<file path="config.mk">
export PLATFORM = sky130hd
export DESIGN_NAME = seven_seg_scanner
export DESIGN_NICKNAME = d
export VERILOG_FILES = /design/src/rtl/seven_seg_scanner.sv
export SDC_FILE = /design/constraint.sdc
export NUM_CORES = 1
export LEC_CHECK = 0
export CORE_ASPECT_RATIO = 0.5
export CORE_MARGIN = 2
export CORE_UTILIZATION = 51
export CTS_CLUSTER_DIAMETER = 150
export DETAILED_ROUTE_END_ITERATION = 8
export DONT_BUFFER_PORTS = 1
export HOLD_SLACK_MARGIN = 0.08
export PLACE_DENSITY = 0.68
export SKIP_CTS_REPAIR_TIMING = 1
export SYNTH_ARGS = -nofsm -noshare
export SYNTH_HDL_FRONTEND = slang
export SYNTH_SLANG_ARGS = --single-unit
export TNS_END_PERCENT = 10
</file>
<file path="constraint.sdc">
create_clock -name clk -period 3.2 [get_ports clk]
set_input_delay 0.96 -clock clk [delete_from_list [all_inputs] [get_ports clk]]
set_output_delay 0.96 -clock clk [all_outputs]
set_load 0.1 [all_outputs]
</file>
<file path="src/rtl/seven_seg_scanner.sv">
// Multiplexed seven-segment display driver: refresh prescaler, shadowed
// tear-free value updates, leading-zero suppression, PWM dimming and an
// anti-ghosting blank guard at the start of every digit slot.
module seven_seg_scanner #(
  parameter int unsigned NUM_DIGITS     = 4,
  parameter int unsigned REFRESH_DIV    = 100000,
  parameter int unsigned BLANK_CYCLES   = 2,
  parameter int unsigned BRIGHT_W       = 4,
  parameter int unsigned SEG_ACTIVE_LOW = 1,
  parameter int unsigned AN_ACTIVE_LOW  = 1
) (
  input  logic                                                  clk,
  input  logic                                                  rst_n,
  input  logic                                                  load,
  input  logic [4*NUM_DIGITS-1:0]                               value,
  input  logic [NUM_DIGITS-1:0]                                 dp_in,
  input  logic [NUM_DIGITS-1:0]                                 blank_in,
  input  logic                                                  lz_suppress,
  input  logic [BRIGHT_W-1:0]                                   brightness,
  input  logic                                                  enable,
  output logic [NUM_DIGITS-1:0]                                 an,
  output logic [7:0]                                            seg,
  output logic [((NUM_DIGITS > 1) ? $clog2(NUM_DIGITS) : 1)-1:0] digit_idx,
  output logic                                                  frame_tick,
  output logic                                                  update_pending
);

  localparam int unsigned IDX_W   = (NUM_DIGITS > 1) ? $clog2(NUM_DIGITS) : 1;
  localparam int unsigned PRESC_W = $clog2(REFRESH_DIV);
  localparam int unsigned VAL_W   = 4 * NUM_DIGITS;

  localparam logic [NUM_DIGITS-1:0] AN_OFF  = (AN_ACTIVE_LOW != 0) ? {NUM_DIGITS{1'b1}} : {NUM_DIGITS{1'b0}};
  localparam logic [7:0]            SEG_OFF = (SEG_ACTIVE_LOW != 0) ? 8'hFF : 8'h00;

  logic [PRESC_W-1:0]    presc_q, presc_d;
  logic [IDX_W-1:0]      idx_q, idx_d;
  logic [BRIGHT_W-1:0]   pwm_q, pwm_d;
  logic                  frame_tick_q, frame_tick_d;
  logic                  pend_q, pend_d;
  logic [VAL_W-1:0]      shd_val_q, shd_val_d;
  logic [NUM_DIGITS-1:0] shd_dp_q, shd_dp_d;
  logic [NUM_DIGITS-1:0] shd_bl_q, shd_bl_d;
  logic [VAL_W-1:0]      act_val_q, act_val_d;
  logic [NUM_DIGITS-1:0] act_dp_q, act_dp_d;
  logic [NUM_DIGITS-1:0] act_bl_q, act_bl_d;
  logic [NUM_DIGITS-1:0] an_q, an_d;
  logic [7:0]            seg_q, seg_d;

  logic                  wrap_c;
  logic [3:0]            cur_nib_c;
  logic                  cur_dp_c;
  logic                  cur_bl_c;
  logic                  nz_above_c;
  logic                  supp_c;
  logic                  an_on_c;
  logic [NUM_DIGITS-1:0] an_raw_c;
  logic [7:0]            seg_raw_c;

  // Hex nibble to active-high {g,f,e,d,c,b,a}
  function automatic logic [6:0] hex_to_seg(input logic [3:0] nib);
    logic [6:0] s;
    case (nib)
      4'h0: s = 7'h3F;
      4'h1: s = 7'h06;
      4'h2: s = 7'h5B;
      4'h3: s = 7'h4F;
      4'h4: s = 7'h66;
      4'h5: s = 7'h6D;
      4'h6: s = 7'h7D;
      4'h7: s = 7'h07;
      4'h8: s = 7'h7F;
      4'h9: s = 7'h6F;
      4'hA: s = 7'h77;
      4'hB: s = 7'h7C;
      4'hC: s = 7'h39;
      4'hD: s = 7'h5E;
      4'hE: s = 7'h79;
      default: s = 7'h71;
    endcase
    return s;
  endfunction

  // Scan counters, shadow capture and frame-boundary commit
  always_comb begin
    presc_d      = presc_q + PRESC_W'(1);
    idx_d        = idx_q;
    pwm_d        = pwm_q + BRIGHT_W'(1);
    pend_d       = pend_q;
    shd_val_d    = shd_val_q;
    shd_dp_d     = shd_dp_q;
    shd_bl_d     = shd_bl_q;
    act_val_d    = act_val_q;
    act_dp_d     = act_dp_q;
    act_bl_d     = act_bl_q;
    wrap_c       = 1'b0;

    if (presc_q == PRESC_W'(REFRESH_DIV - 1)) begin
      presc_d = '0;
      if (idx_q == IDX_W'(NUM_DIGITS - 1)) begin
        idx_d  = '0;
        wrap_c = 1'b1;
      end else begin
        idx_d = idx_q + IDX_W'(1);
      end
    end
    frame_tick_d = wrap_c;

    // Commit uses the pre-edge shadow; a coinciding load stays pending
    if (wrap_c && pend_q) begin
      act_val_d = shd_val_q;
      act_dp_d  = shd_dp_q;
      act_bl_d  = shd_bl_q;
      pend_d    = 1'b0;
    end
    if (load) begin
      shd_val_d = value;
      shd_dp_d  = dp_in;
      shd_bl_d  = blank_in;
      pend_d    = 1'b1;
    end
  end

  // Current digit select, leading-zero suppression, decode and anode gating
  always_comb begin
    cur_nib_c  = 4'h0;
    cur_dp_c   = 1'b0;
    cur_bl_c   = 1'b0;
    nz_above_c = 1'b0;
    an_raw_c   = '0;

    for (int unsigned i = 0; i < NUM_DIGITS; i++) begin
      if (IDX_W'(i) == idx_q) begin
        cur_nib_c = act_val_q[4*i +: 4];
        cur_dp_c  = act_dp_q[i];
        cur_bl_c  = act_bl_q[i];
      end
      if ((i >= 32'(idx_q)) && (act_val_q[4*i +: 4] != 4'h0)) begin
        nz_above_c = 1'b1;
      end
    end

    supp_c  = lz_suppress && (idx_q != '0) && !nz_above_c;
    an_on_c = enable && (presc_q >= PRESC_W'(BLANK_CYCLES)) &&
              !(cur_bl_c || supp_c) && (pwm_q <= brightness);

    for (int unsigned i = 0; i < NUM_DIGITS; i++) begin
      an_raw_c[i] = an_on_c && (IDX_W'(i) == idx_q);
    end

    seg_raw_c = {cur_dp_c, hex_to_seg(cur_nib_c)};
    an_d      = (AN_ACTIVE_LOW != 0) ? ~an_raw_c : an_raw_c;
    seg_d     = (SEG_ACTIVE_LOW != 0) ? ~seg_raw_c : seg_raw_c;
  end

  // State and registered outputs
  always_ff @(posedge clk or negedge rst_n) begin
    if (!rst_n) begin
      presc_q      <= '0;
      idx_q        <= '0;
      pwm_q        <= '0;
      frame_tick_q <= 1'b0;
      pend_q       <= 1'b0;
      shd_val_q    <= '0;
      shd_dp_q     <= '0;
      shd_bl_q     <= '0;
      act_val_q    <= '0;
      act_dp_q     <= '0;
      act_bl_q     <= '0;
      an_q         <= AN_OFF;
      seg_q        <= SEG_OFF;
    end else begin
      presc_q      <= presc_d;
      idx_q        <= idx_d;
      pwm_q        <= pwm_d;
      frame_tick_q <= frame_tick_d;
      pend_q       <= pend_d;
      shd_val_q    <= shd_val_d;
      shd_dp_q     <= shd_dp_d;
      shd_bl_q     <= shd_bl_d;
      act_val_q    <= act_val_d;
      act_dp_q     <= act_dp_d;
      act_bl_q     <= act_bl_d;
      an_q         <= an_d;
      seg_q        <= seg_d;
    end
  end

  assign an             = an_q;
  assign seg            = seg_q;
  assign digit_idx      = idx_q;
  assign frame_tick     = frame_tick_q;
  assign update_pending = pend_q;

endmodule

</file>
==> results.ini, run 1 <==
[sta]
setup_viol = 0
setup_tns_ns = 0
finClkSkew_ns = 0.007980
relSlewSlack_pct = 38.43
final.setup.worst_slack_ns = 0.6840
hold_violations = 0
min_period_over_period_pct = 78.62
worstMarginPinSlew_ns = 0.9235
maxClockFrequency_mhz = 397.5
rsz0062_at_grt = no
period_minus_slack_ns = 2.516
final_max_slew_viol_count = 0

[layout]
finalInstanceArea_sq_um = 4315
area_growth_pct = 8.664
fillCellCount = 611
final_cell_mix = dfrtp_1 (73), mux2_2 (28), nand2_1 (18), mux2_4 (18), ha_1 (18)
nets = 370
layout_commonest_cell = dfrtp_1
diodes = 0
drive_gt1_share_pct = 24.69

[critical_path]
cp_max_fo = 9
cp-start-kind = register
crit_path_end_kind = register
path_class = register to register
arrival_ns = 2.73
worst_ep_required_time_ns = 3.41

[route]
via_count = 2354
wl_per_cell_um = 17.49
route.detailed.vias_per_inst = 5.605
dr.pass1.iters = 4
drtIter0Drc = 130
wirelength_mm = 7.346
drc = 0
ant_nets = 0

[power]
cellLeakagePower_uw = 0.001992
powerDensity_nw_per_um2 = 494.0
ir_drop_mv = 0.2708

[floorplanning]
die_h_um = 66.40
die_w_um = 128.8
io_pins = 49
start_util_pct = 53.43
rows = 22
dieArea_sq_um = 8551
core_area_sq_um = 7432

[clocking]
cts_tree = yes
numCtsBuffers = 9
clk_pin_slew_ns = 0.06
clockBufferDepth = 2
htree_levels = 3
root_buffer = clkbuf_16
numClockSinks = 85
insertion_delay_ns = 0.34

[logic_synthesis]
synth-simple-area-share_pct = 10.11
syn_nets = 366
synth_xor_area_share_pct = 3.970
ys_seq_area_share_pct = 53.94
synth.area.mux_share_pct = 16.82
yosysTopAreaCellShare_pct = 46.00
synthAdderAreaFrac_pct = 5.671
synth-seq-cells = 85
netlist_top_cells_area = dfrtp_1 (46%), dfstp_2 (7.9%), mux2_2 (7.9%), mux2_4 (6.8%), ha_1 (5.7%)
yosysUniqueCellTypes = 44
synth_top_family_by_area = multiplexers
syn_inst = 315
synth-edff-count = 0
synth_compound_area_share_pct = 5.577
synth_top_area_cell = dfrtp_1
yosys_most_used_dff = dfrtp_1
yosysWarnings = 0
synth_area_sq_um = 3971
syn_avg_cell_area_sq_um = 12.61
synthArstFlopShare_pct = 100.0

[job]
maxCapViolCount = 0

[global_routing]
first_global_vias = 2493
grt_max_degree = 86
overflow = 0
gr-usage-all-layers_pct = 18.92
antenna_found_initial = 1
grt_pass1_wl_mm = 12.10

[placed_design]
pre_cts_slack_ns = 0.7044
port_buffers = 0
place_area_sq_um = 4041
gp_congestion = 0.8212
hpwlAfterDp_mm = 5.180

[run_status]
outcome = complete, no violations

[hold_path]
min_path_type = input port to asynchronous set/reset pin

## cell usage after synthesis, types with 2 or more instances
library cell,instances
clkbuf_1,4
nand4_1,4
nand2_1,18
o21ai_0,8
nor2_1,17
inv_1,16
nor4_1,9
mux2i_1,6
a211oi_1,3
xnor2_1,9
buf_2,5
o22ai_1,4
nor2b_1,3
mux2_4,18
nor3_1,2
nand3b_1,3
dfrtp_1,73
dfstp_2,12
mux2_1,2
xor2_1,9
nand3_1,13
nand2b_1,2
a21oi_1,6
buf_12,2
ha_1,18
o221ai_1,3
and3_1,2
mux2_2,28
## layout make-up
| class | count | area [sq um] | area share (%) |
|---|---|---|---|
| flip-flops and latches | 85 | 2142 | 49.64 |
| multi-input cells | 201 | 1674 | 38.79 |
| clock buffers | 14 | 264.0 | 6.118 |
| well taps | 96 | 120.1 | 2.783 |
| inverters | 16 | 60.06 | 1.392 |
| repair buffers | 6 | 45.04 | 1.044 |
| clock inverters | 2 | 10.01 | 0.2320 |
## power by group
| group | switching [uW] | internal, uW |
|---|---|---|
| Clock | 391 | 566 |
| Sequential | 23.6 | 1110 |
| Combinational | 11.5 | 31.3 |
| Total | 426 | 1710 |
## worst paths after layout
check / from / endpoint / slack [ns] / depth (start not counted)
worst max register to register: digit_idx[0]$_DFFE_PN0N_ / seg[6]$_DFF_PN1_ / 0.68 / 9
worst max-delay path: digit_idx[0]$_DFFE_PN0N_ / seg[6]$_DFF_PN1_ / 0.68 / 9
worst min-delay path: rst_n / presc_q[11]$_DFF_PN0_ / 0.32 / 0
min in group clk: act_dp_q[3]$_DFFE_PN0P_ / seg[7]$_DFF_PN1_ / 0.40 / 1
worst min register to register: act_dp_q[3]$_DFFE_PN0P_ / seg[7]$_DFF_PN1_ / 0.40 / 1
max in group asynchronous: rst_n / seg[6]$_DFF_PN1_ / 2.67 / 0
## per-stage QoR
stage	power [uW]	hold slack (ns)	util, %	std cells
2_1_floorplan	1186	0.3871	-	315
3_3_place_gp	1190	0.4062	54.38	404
3_5_place_dp	1194	0.4035	54.38	404
4_1_cts	2152	0.3074	58.06	420
5_1_grt	2207	0.3052	58.06	420
6_report	2132	0.3165	58.06	420
## layer usage
layer / GRT usage (%) / share of wire, % / wire (um)
met5: 0 / 0.18 / 13
met4: 5.299 / 0.98 / 72
met3: 6.553 / 3.9 / 289
met2: 31.02 / 49 / 3600
met1: 24.09 / 46 / 3369
## worst max-delay path, stage by stage (launching register included)
cell     delay (ns)
dfrtp_1        0.43
inv_1          0.14
ha_1           0.35
inv_1          0.13
o21a_1         0.19
a22oi_1        0.39
inv_1          0.18
ha_1           0.29
mux2i_1        0.16
o22ai_1        0.12
## logic make-up (layout without fill, tap and decap cells)
kind of cell,count (synthesis),count (layout)
compound gates,33,33
flops,85,85
mux,54,54
simple gates,78,78
fa+ha+maj,18,18
buf+inv,29,38
xor+xnor,18,18
## state kept, by name, indices dropped and copies added, names as in the netlist, 2 cells and up
| signal | flops |
|---|---|
| an | 4 |
| digit_idx | 2 |
| presc_q | 17 |
| shd_bl_q | 4 |
| shd_val_q | 16 |
| act_bl_q | 4 |
| act_dp_q | 4 |
| act_val_q | 16 |
| shd_dp_q | 4 |
| pwm_q | 4 |
| seg | 8 |
Note: power is estimated with default switching activity, not from simulation.
==> run 2, diff against run 1 <==
- clock period: 3.2 -> 2.6 ns (I/O delays scaled with it)
==> run 2 against run 1 <==
Cell count grew 1.4%. Largest power group unchanged. Maximum frequency grew 9.5%. Critical endpoint is now seg[3]$_DFF_PN1_. Critical path depth is the same. Combinational power grew 24%. Highest routed layer is now met4. Via count grew 1.1%. First-iteration DRC count grew 1.5%. Non-clock buffer count grew 6. Die area is the same. Largest cell class unchanged.
==> results.ini, run 2 (synthesis results as in run 1) <==
[placed_design]
gp_congestion = 0.7706
place_area_sq_um = 4089
hpwlAfterDp_mm = 5.222
port_buffers = 0

[power]
p_sw_share_pct = 20.86
cellLeakagePower_uw = 0.002003
clockPowerShare_pct = 44.0
powerDensity_nw_per_um2 = 594.3
p_int_uw = 2046
p_sw_uw = 539.4
combPwrFrac_pct = 2.0
ir_drop_mv = 0.3336
power_frac_seq_pct = 53.9

[layout]
diodes = 0
reg.largest.list = presc_q: 17 flops, act_val_q: 16 flops, shd_val_q: 16 flops
area_growth_pct = 9.546
largest_reg_flops = 17
drive_gt1_share_pct = 26.67
nets = 376
fillCellCount = 601
top_register = presc_q
final_cell_mix = dfrtp_1 (71), mux2_2 (28), nand2_1 (18), mux2_4 (18), ha_1 (18)
finalInstanceArea_sq_um = 4350
layout_commonest_cell = dfrtp_1

[critical_path]
r2r-end = seg[3]$_DFF_PN1_
arrival_ns = 2.56
rrSetupSlack_ns = 0.30
cp-start-kind = register
crit_path_end_kind = register
worst_ep_required_time_ns = 2.86
ff2ff_path_depth = 9
cp_max_fo = 6
r2r_start = digit_idx[0]$_DFFE_PN0N_
path_class = register to register

[sta]
finClkSkew_ns = 0.005689
rsz0062_at_grt = no
hold_violations = 0
min_period_over_period_pct = 88.40
setup_viol = 0
relSlewSlack_pct = 62.87
maxClockFrequency_mhz = 435.1
period_minus_slack_ns = 2.298
worstMarginPinSlew_ns = 0.5518
final_max_slew_viol_count = 0
setup_tns_ns = 0

[route]
dr.pass1.iters = 4
route.detailed.vias_per_inst = 5.587
drtIter0Drc = 132
drc = 0
wirelength_mm = 7.301
wl_per_cell_um = 17.14
via_count = 2380
ant_nets = 0

[global_routing]
grt_pass1_wl_mm = 12.12
first_global_vias = 2424
grt_max_degree = 86
antenna_found_initial = 0
gr-usage-all-layers_pct = 19.25
overflow = 0

[clocking]
numCtsBuffers = 9
htree_levels = 3
clockBufferDepth = 2
clk_pin_slew_ns = 0.06
cts_tree = yes
root_buffer = clkbuf_16
numClockSinks = 85
insertion_delay_ns = 0.34

[floorplanning]
die_h_um = 66.40
rows = 22
die_w_um = 128.8
io_pins = 49
dieArea_sq_um = 8551
core_area_sq_um = 7432
start_util_pct = 53.43

[hold_path]
min_path_type = input port to asynchronous set/reset pin

[run_status]
outcome = complete, no violations

[job]
maxCapViolCount = 0

run 2: cell types whose count changed in the layout (fill, tap and decap cells not counted), sizes merged:
cell,before,now
buf,6,12
clkinvlp,0,2
clkbuf,14,12
run 2: worst max-delay path, cell delays in order, from the launching register on:
cell     delay (ns)
dfrtp_2        0.44
inv_1          0.12
ha_1           0.29
inv_1          0.11
o21a_1         0.18
a22oi_1        0.35
inv_1          0.17
ha_1           0.27
mux2i_1        0.17
mux2i_1        0.11
run 2: worst max-delay path by stage:
stage	slack, ns	to	depth (start not counted)	startpoint
after floorplan	0.11	seg[0]$_DFF_PN1_	8	digit_idx[1]$_DFFE_PN0N_
after global placement	0.40	an[2]$_DFF_PN1_	7	brightness[1]
after detailed placement	0.29	seg[3]$_DFF_PN1_	9	digit_idx[0]$_DFFE_PN0N_
after CTS	0.28	seg[3]$_DFF_PN1_	9	digit_idx[0]$_DFFE_PN0N_
after global routing	0.07	seg[3]$_DFF_PN1_	9	digit_idx[0]$_DFFE_PN0N_
final	0.30	seg[3]$_DFF_PN1_	9	digit_idx[0]$_DFFE_PN0N_
run 2: layout make-up:
class	count	area (sq um)	area share (%)
Tap cell	96	120.1	2.761
Timing Repair Buffer	12	90.09	2.071
Inverter	16	60.06	1.381
Clock inverter	4	25.02	0.5752
Sequential cell	85	2145	49.30
Clock buffer	12	236.5	5.436
Multi-Input combinational cell	201	1674	38.48
run 2: per-layer routing:
metal / share of wire, % / wire length, um / track usage, % / up-vias
li1: - / - / - / 1121
met1: 46 / 3345 / 24.02 / 1203
met2: 49 / 3541 / 31.22 / 49
met3: 4.8 / 351 / 7.605 / 7
met4: 0.86 / 63 / 5.842 / 0
met5: 0 / 0 / 0 / -
run 2: power groups by stage:
stage          Clock, uW  Combinational, uW  Sequential (uW)
3_5_place_dp           0               53.7             1420
6_report            1140               52.9             1390
2_1_floorplan          0               52.9             1410
4_1_cts             1180               53.8             1390
5_1_grt             1230               57.3             1400
3_3_place_gp           0               49.1             1420
run 2: metrics by stage:
step	setup WS [ns]	power [uW]	cells	util, %	hold WS [ns]
CTS	0.2769	2624	426	58.54	0.1206
floorplan	0.1052	1460	315	-	0.3871
global route	0.07142	2683	426	58.54	0.1119
finish	0.3017	2585	426	58.54	0.1333
global placement	0.4024	1464	410	55.02	0.4174
detailed placement	0.2947	1472	410	55.02	0.4190
